<file path="config.mk">
export PLATFORM = sky130hd
export DESIGN_NAME = serial_subtractor
export DESIGN_NICKNAME = d
export VERILOG_FILES = /design/src/rtl/serial_subtractor_pkg.sv /design/src/rtl/serial_subtractor_full_subtractor.sv /design/src/rtl/serial_subtractor.sv
export SDC_FILE = /design/constraint.sdc
export NUM_CORES = 1
export LEC_CHECK = 0
export CAP_MARGIN = 20
export CORE_MARGIN = 4
export CORE_UTILIZATION = 38
export CTS_BUF_LIST = sky130_fd_sc_hd__clkbuf_8
export DETAILED_ROUTE_END_ITERATION = 6
export GPL_TIMING_DRIVEN = 0
export MAX_ROUTING_LAYER = met4
export PLACE_DENSITY = 0.69
export REMOVE_ABC_BUFFERS = 1
export SYNTH_ARGS = -nofsm -noshare
export SYNTH_HDL_FRONTEND = slang
export SYNTH_SLANG_ARGS = --single-unit
</file>
<file path="constraint.sdc">
create_clock -name clk_in -period 2.75 [get_ports clk_in]
set_input_delay 0.55 -clock clk_in [delete_from_list [all_inputs] [get_ports clk_in]]
set_output_delay 0.55 -clock clk_in [all_outputs]
set_load 0.1 [all_outputs]
</file>
<file path="src/rtl/serial_subtractor_pkg.sv">
// Shared definitions for the bit-serial subtractor.
// Holds the FSM state encoding and the default operand width.
// Imported by serial_subtractor; FullSubtractor needs nothing from here.
package serial_subtractor_pkg;

  // Default operand/result width in bits.
  localparam int DEFAULT_WIDTH = 16;

  // IDLE: waiting for a start; SHIFT: one bit per cycle; DONE: result pulse.
  typedef enum logic [1:0] {
    IDLE  = 2'd0,
    SHIFT = 2'd1,
    DONE  = 2'd2
  } state_t;

endpackage

</file>
<file path="src/rtl/serial_subtractor_full_subtractor.sv">
// One-bit full subtractor, purely combinational.
// Ports: a, b, borrow_in -> diff = a-b-borrow_in (mod 2), borrow_out.
// Latency: none; no flow control.
module FullSubtractor (
  input  logic a,
  input  logic b,
  input  logic borrow_in,
  output logic diff,
  output logic borrow_out
);

  assign diff       = a ^ b ^ borrow_in;
  // Borrow when b exceeds a, or when they match and a borrow is pending.
  assign borrow_out = (~a & b) | (~(a ^ b) & borrow_in);

endmodule

</file>
<file path="src/rtl/serial_subtractor.sv">
// Bit-serial a-b, LSB first, one bit per clock through a single FullSubtractor.
// Ports: clk_in/reset_in; start_in, a_in, b_in request; ready_out, done_out
// handshake; diff_out, borrow_out, overflow_out, zero_out hold the last result.
module serial_subtractor
  import serial_subtractor_pkg::*;
#(
  parameter int WIDTH = DEFAULT_WIDTH
) (
  input  logic             clk_in,
  input  logic             reset_in,
  input  logic             start_in,
  input  logic [WIDTH-1:0] a_in,
  input  logic [WIDTH-1:0] b_in,
  output logic             ready_out,
  output logic             done_out,
  output logic [WIDTH-1:0] diff_out,
  output logic             borrow_out,
  output logic             overflow_out,
  output logic             zero_out
);

  localparam int CNT_W = $clog2(WIDTH + 1);

  state_t             state;
  logic [WIDTH-1:0]   a_sr;
  logic [WIDTH-1:0]   b_sr;
  // Only the upper WIDTH-1 result bits need storage: the final bit is
  // produced combinationally in the last SHIFT cycle.
  logic [WIDTH-2:0]   res_sr;
  logic               bw;
  logic [CNT_W-1:0]   cnt;

  logic               bit_d;
  logic               bit_bw;
  logic               last_bit;
  logic [WIDTH-1:0]   diff_next;

  FullSubtractor u_fs (
    .a          (a_sr[0]),
    .b          (b_sr[0]),
    .borrow_in  (bw),
    .diff       (bit_d),
    .borrow_out (bit_bw)
  );

  assign last_bit  = (cnt == CNT_W'(WIDTH - 1));
  assign diff_next = {bit_d, res_sr};

  always_ff @(posedge clk_in or posedge reset_in) begin
    if (reset_in) begin
      state        <= IDLE;
      a_sr         <= '0;
      b_sr         <= '0;
      res_sr       <= '0;
      bw           <= 1'b0;
      cnt          <= '0;
      ready_out    <= 1'b1;
      done_out     <= 1'b0;
      diff_out     <= '0;
      borrow_out   <= 1'b0;
      overflow_out <= 1'b0;
      zero_out     <= 1'b1;
    end else begin
      done_out <= 1'b0;
      case (state)
        IDLE, DONE: begin
          if (start_in) begin
            a_sr      <= a_in;
            b_sr      <= b_in;
            bw        <= 1'b0;
            cnt       <= '0;
            state     <= SHIFT;
            ready_out <= 1'b0;
          end else begin
            state     <= IDLE;
          end
        end
        SHIFT: begin
          res_sr <= diff_next[WIDTH-1:1];
          a_sr   <= a_sr >> 1;
          b_sr   <= b_sr >> 1;
          bw     <= bit_bw;
          cnt    <= cnt + 1'b1;
          if (last_bit) begin
            // a_sr[0]/b_sr[0] now hold the original operand MSBs and
            // bit_d is the result MSB.
            state        <= DONE;
            ready_out    <= 1'b1;
            done_out     <= 1'b1;
            diff_out     <= diff_next;
            borrow_out   <= bit_bw;
            overflow_out <= (a_sr[0] != b_sr[0]) && (bit_d != a_sr[0]);
            zero_out     <= (diff_next == '0);
          end
        end
        default: begin
          state     <= IDLE;
          ready_out <= 1'b1;
        end
      endcase
    end
  end

endmodule

</file>
==> results of run 1 <==
per-layer routing:
metal / wire [µm] / vias up / track usage (%)
met1: 3028 / 1123 / 17.88
met2: 3085 / 60 / 22.00
met3: 381 / 2 / 4.769
met4: 13 / 0 / 3.151
li1: - / 1104 / -
met5: 0 / - / -
synthesized netlist by cell type (2+ instances only):
cell type  number
a22oi_1        29
ha_1            3
nand3_1        30
dfstp_2         2
clkbuf_1        6
nand2_1        78
nor4_1          3
nand2b_1        2
inv_1           5
nand4_1         2
dfrtp_1        74
nor2b_1         3
o21ai_0         6
buf_2          15
a22o_1          5
mux2_2         16
mux2i_1         2
worst max-delay path by stage:
| stage | cells past startpoint | end | from | slack (ns) |
|---|---|---|---|---|
| 4_1_cts | 1 | ready_out | ready_out | 0.17 |
| 3_3_place_gp | 3 | cnt[4] | state[0] | -1.24 |
| 6_report | 1 | zero_out | zero_out | 0.20 |
| 5_1_grt | 1 | ready_out | ready_out | 0.14 |
| 3_5_place_dp | 5 | b_sr[15] | start_in | 0.50 |
| 2_1_floorplan | 3 | bw | state[0] | -0.02 |
worst min-delay path, cell delays in order, from the launching register on:
cell     delay (ns)
dfstp_2        0.37
nand2_1        0.04
nand2_1        0.05
area by class of cell:
cell class	count	area (µm²)
fill	710	3849
sequential	76	1904
multi-input combinational	189	1137
timing repair buffer	60	655.6
tap	102	127.6
clock buffer	9	123.9
clock inverter	7	68.82
inverter	5	21.27
kinds of logic (layout without fill, tap and decap cells):
family | Yosys count | in the layout | synth area share [%]
mux | 18 | 18 | 6.342
xor+xnor | 1 | 1 | 0.2775
simple gates | 123 | 123 | 17.12
buf+inv | 27 | 81 | 4.043
flops | 76 | 76 | 60.33
fa+ha+maj | 4 | 4 | 1.823
compound gates | 43 | 43 | 10.07
per-stage QoR:
stage / utilization [%] / total power [mW]
after floorplan: - / 3.919
after global placement: 47.24 / 4.539
after CTS: 51.21 / 5.563
after global routing: 51.21 / 5.856
after detailed placement: 48.76 / 4.734
final: 51.21 / 5.500
sequential cells by signal, summed over array words and instances, names as in the netlist:
register      count
a_sr             16
b_sr             16
borrow_out        1
bw                1
cnt               5
diff_out         16
done_out          1
overflow_out      1
ready_out         1
res_sr           15
state             2
zero_out          1
where the power goes:
part | total [mW] | internal [mW] | switching (mW)
Sequential | 1.97 | 1.63 | 0.335
Combinational | 2.71 | 0.884 | 1.83
Clock | 0.821 | 0.414 | 0.407
Total | 5.50 | 2.93 | 2.57
==> results.md, run 1 <==
- Status: complete, no violations
- Post-route antenna net violation count: 0
- Post-placement cell count: 432
- Leading area contributor after synthesis: dfrtp_1
- Unrepaired setup endpoints after global routing: no
- CP Cell Sequence: clkdlybuf4s50_1
- Reg2reg path depth: 5
- Reg-to-Reg End: diff_out[0]
- Clock-pin slew on the worst setup and hold paths: 0.08 ns
- Top cells by area, synth: dfrtp_1, nand2_1, a22oi_1
- Main synth FF type: dfrtp_1
- Peak supply drop: 474.5 µV
- Leakage: 1.873 nW
- Via count: 2289
- Design Area, Final: 4039 µm²
- CP peak stage delay: 1.12 ns
- Post-synthesis async set-or-reset flop share: 100.0%
- Yosys reg bits: 76
- Worst Skew: 0.005848 ns
- Final setup vio count: 0
- DIE AREA: 9830 µm²
- Min Tclk post-route: 2.550 ns
- Relative slew slack: 34.28%
- Critical-path top delay cell: clkdlybuf4s50_1
- DR pass1 iterations: 4
- Iter 0 DRT Violations: 89
- Worst hold slack: 0.4681 ns
- YS warnings: 0
- Worst Max-Slew Pin Slew: 0.9828 ns
- Slew Viols, Final: 0
- Crit path required time: 2.20 ns
- Nets: 380
- Period utilization: 92.72%
- # IOs: 56
- Vias in the first global route: 2281
- Critical hold path startpoint: ready_out
- Initial Util: 40.02%
- I/O Buffers: 55
- CORE AREA: 7888 µm²
- Fmax: 392.2 MHz
- First-pass GRT wire length: 10810 µm
- Placed cell areas: 3846 µm²
- CTS tree: done
- Top cell type's share of synthesized area: 58.66%
- Startpoint Class: flop
- Die height: 99.15 µm
- Layout Area Growth over Synthesis: 27.94%
- Core Rows: 32
- Grt ovf: 0
- Final WL: 6509 µm
- Vias per inst: 5.109
- Hold_buf cts: 0
- Commonest non-fill, non-tap cell in the layout: nand2_1
- Layout cells sized above 1: 12.43%
- Worst-path maximum fanout: 2
- Post-DP HPWL: 4378 µm
- Clk root buf: clkbuf_8
- DR DRC count: 0
- Initial antenna violation count: 0
- Library cells used by synthesis: 28
- Setup bufs post-CTS: 0
- Buf/Inv on CP: 1
- Gp weighted congestion: 0.7718
- Fin Setup TNS: 0 ns
- Register area share after synthesis: 60.33%
- GRT Overall Usage: 14.09%
- FF-to-FF setup slack: 0.71 ns
- Finished Layout Cells: 448
- Clock Latency Late Sink: 0.34 ns
- Commonest non-fill, non-tap cells in the layout: nand2_1, dfrtp_1, clkdlybuf4s50_1
- Synthesized instance count: 292
- Clock Tree Buf Depth: 2
- CP endpoint kind: output port
- H-tree levels: 3
- Post-route setup slack: 0.2001 ns
- Hold Path Class: reg2reg
- Worst slack at placement: 0.5050 ns
- Final hold viol count: 0
- Synth Cell Area: 3157 µm²
- EDFF count, synth: 0
- Hold Path Sink: ready_out
- CP top delay family: buffers and inverters
- Hold depth: 2
- # diodes: 0
- Post-cts resize count: 0
- Cts bufs inserted: 9
- Die X: 99.15 µm
- Wirelength per Cell: 14.53 µm
- Largest net degree at the start of global routing: 50
- CTS sink count: 76
- Setup CP Type: reg2out
- Number of max-cap violations: 0
- Power Density: 1362 nW/µm²
- Critical Path AT: 2.00 ns
- Crit Reg-Reg Startpoint: cnt[0]
- Syn avg cell area: 10.81 µm²
Power figures use the tool's default switching activity.
==> inputs of run 2 (changes only) <==
--- a/config.mk
+++ b/config.mk
@@ -5,10 +5,11 @@
 export SDC_FILE = /design/constraint.sdc
 export NUM_CORES = 1
 export LEC_CHECK = 0
+export ABC_AREA = 0
 export CAP_MARGIN = 20
 export CORE_MARGIN = 4
 export CORE_UTILIZATION = 38
-export CTS_BUF_LIST = sky130_fd_sc_hd__clkbuf_8
+export CTS_BUF_LIST = sky130_fd_sc_hd__clkbuf_16
 export DETAILED_ROUTE_END_ITERATION = 6
 export GPL_TIMING_DRIVEN = 0
 export MAX_ROUTING_LAYER = met4
==> constraint.sdc (replaced) <==
create_clock -name clk_in -period 2.69 [get_ports clk_in]
set_input_delay 0.538 -clock clk_in [delete_from_list [all_inputs] [get_ports clk_in]]
set_output_delay 0.538 -clock clk_in [all_outputs]
set_load 0.1 [all_outputs]
==> results.md, run 2 (synthesis results as in run 1) <==
- Status: complete, no violations
- Initial Util: 40.02%
- Post-DP HPWL: 4378 µm
- Sequential cell area: 1904 µm²
- Crit path required time: 2.15 ns
- Vias in the first global route: 2306
- Seq pwr share: 33.8%
- Crit Reg-Reg Startpoint: cnt[0]
- Fmax: 396.5 MHz
- Worst Max-Slew Pin Slew: 0.9828 ns
- Worst hold slack: 0.4656 ns
- CP peak stage delay: 1.12 ns
- Unrepaired setup endpoints after global routing: no
- Largest regs: a_sr (16), b_sr (16), diff_out (16)
- Die height: 99.15 µm
- Clock Tree Buf Depth: 2
- DR pass1 iterations: 4
- DR DRC count: 0
- Largest net degree at the start of global routing: 50
- Critical Path Source: zero_out
- Leakage: 1.919 nW
- Commonest non-fill, non-tap cell in the layout: nand2_1
- Clock Latency Late Sink: 0.33 ns
- Worst Skew: 0.006983 ns
- Placed cell areas: 3846 µm²
- Initial antenna violation count: 0
- Commonest non-fill, non-tap cells in the layout: nand2_1, dfrtp_1, clkdlybuf4s50_1
- Final Util: 52.49%
- Final setup vio count: 0
- Number of max-cap violations: 0
- DIE AREA: 9830 µm²
- Grt ovf: 0
- Layout Area Growth over Synthesis: 31.15%
- Combinational power share: 46.5%
- CTS tree: done
- GRT Overall Usage: 14.42%
- Final WL: 6544 µm
- # IOs: 56
- Cts bufs inserted: 9
- Net Sw Frac: 44.81%
- Core Rows: 32
- Wirelength per Cell: 14.61 µm
- Startpoint Class: flop
- Critical hold path startpoint: ready_out
- Final hold viol count: 0
- # diodes: 0
- Critical-path top delay cell: clkdlybuf4s50_1
- Gp weighted congestion: 0.7718
- Clock power share: 19.7%
- Net Sw Power: 2.669 mW
- CP Cell Sequence: clkdlybuf4s50_1
- Worst-path maximum fanout: 2
- Layout cells sized above 1: 12.43%
- Relative slew slack: 34.28%
- Layout fillers: 699
- CP endpoint kind: output port
- Clk root buf: clkbuf_16
- CP top delay family: buffers and inverters
- Hold_buf cts: 0
- Nets: 380
- Critical Path AT: 1.98 ns
- Slew Viols, Final: 0
- I/O Buffers: 55
- Total Power: 5.957 mW
- Peak supply drop: 471.4 µV
- H-tree levels: 3
- Vias per inst: 5.127
- Min Tclk post-route: 2.522 ns
- Die X: 99.15 µm
- CORE AREA: 7888 µm²
- Hold Path Class: reg2reg
- Setup bufs post-CTS: 0
- First-pass GRT wire length: 10940 µm
- Buf/Inv on CP: 1
- Post-route antenna net violation count: 0
- Design Area, Final: 4140 µm²
- Via count: 2297
- CTS sink count: 76
- Area occupied by multi-input gates: 1137 µm²
- Iter 0 DRT Violations: 86
- Setup CP Type: reg2out
- Clock-pin slew on the worst setup and hold paths: 0.06 ns
- Period utilization: 93.76%
- Post-cts resize count: 0
- Power Density: 1439 nW/µm²
- Int Pwr: 3.288 mW
==> run 2: cell types whose count changed in the layout (fill, tap and decap cells not counted) <==
| cell | change |
|---|---|
| clkbuf_16 | +9 |
| clkbuf_8 | -9 |
==> run 2: layout make-up <==
type                       count  share of cell area, %
sequential                    76                  46.00
multi-input combinational    189                  27.47
timing repair buffer          60                  15.84
clock buffer                   9                  5.440
tap                          102                  3.082
clock inverter                 7                  1.662
inverter                       5                 0.5138
==> run 2: per-stage QoR <==
step / instances / setup TNS, ns / setup WS [ns]
after floorplan: 270 / -0.3859 / -0.07955
after global placement: 427 / -112.59 / -1.296
after detailed placement: 432 / 0 / 0.4570
after CTS: 448 / 0 / 0.1477
after global routing: 448 / 0 / 0.1271
final: 448 / 0 / 0.1677
==> run 2: worst paths after layout <==
path	slack [ns]	depth (start not counted)	end
max	0.17	1	zero_out
min reg2reg	0.47	2	ready_out
min	0.47	2	ready_out
max in group asynchronous	1.53	3	ready_out
max reg2reg	0.66	5	diff_out[5]
min in group asynchronous	0.54	2	res_sr[9]
==> run 2: layer usage <==
layer	track usage, %	part of all wire (%)
met1	18.00	45
met2	22.21	48
met3	5.189	6.7
met5	-	0
met4	4.097	0.78
==> run 2: power by group through the flow <==
stage	Sequential (mW)	Combinational, mW	Clock [mW]
floorplan	2.97	1.03	0
global placement	2.01	2.63	0
detailed placement	2.04	2.80	0
CTS	2.02	2.81	1.20
global route	2.08	3.00	1.25
finish	2.01	2.77	1.17
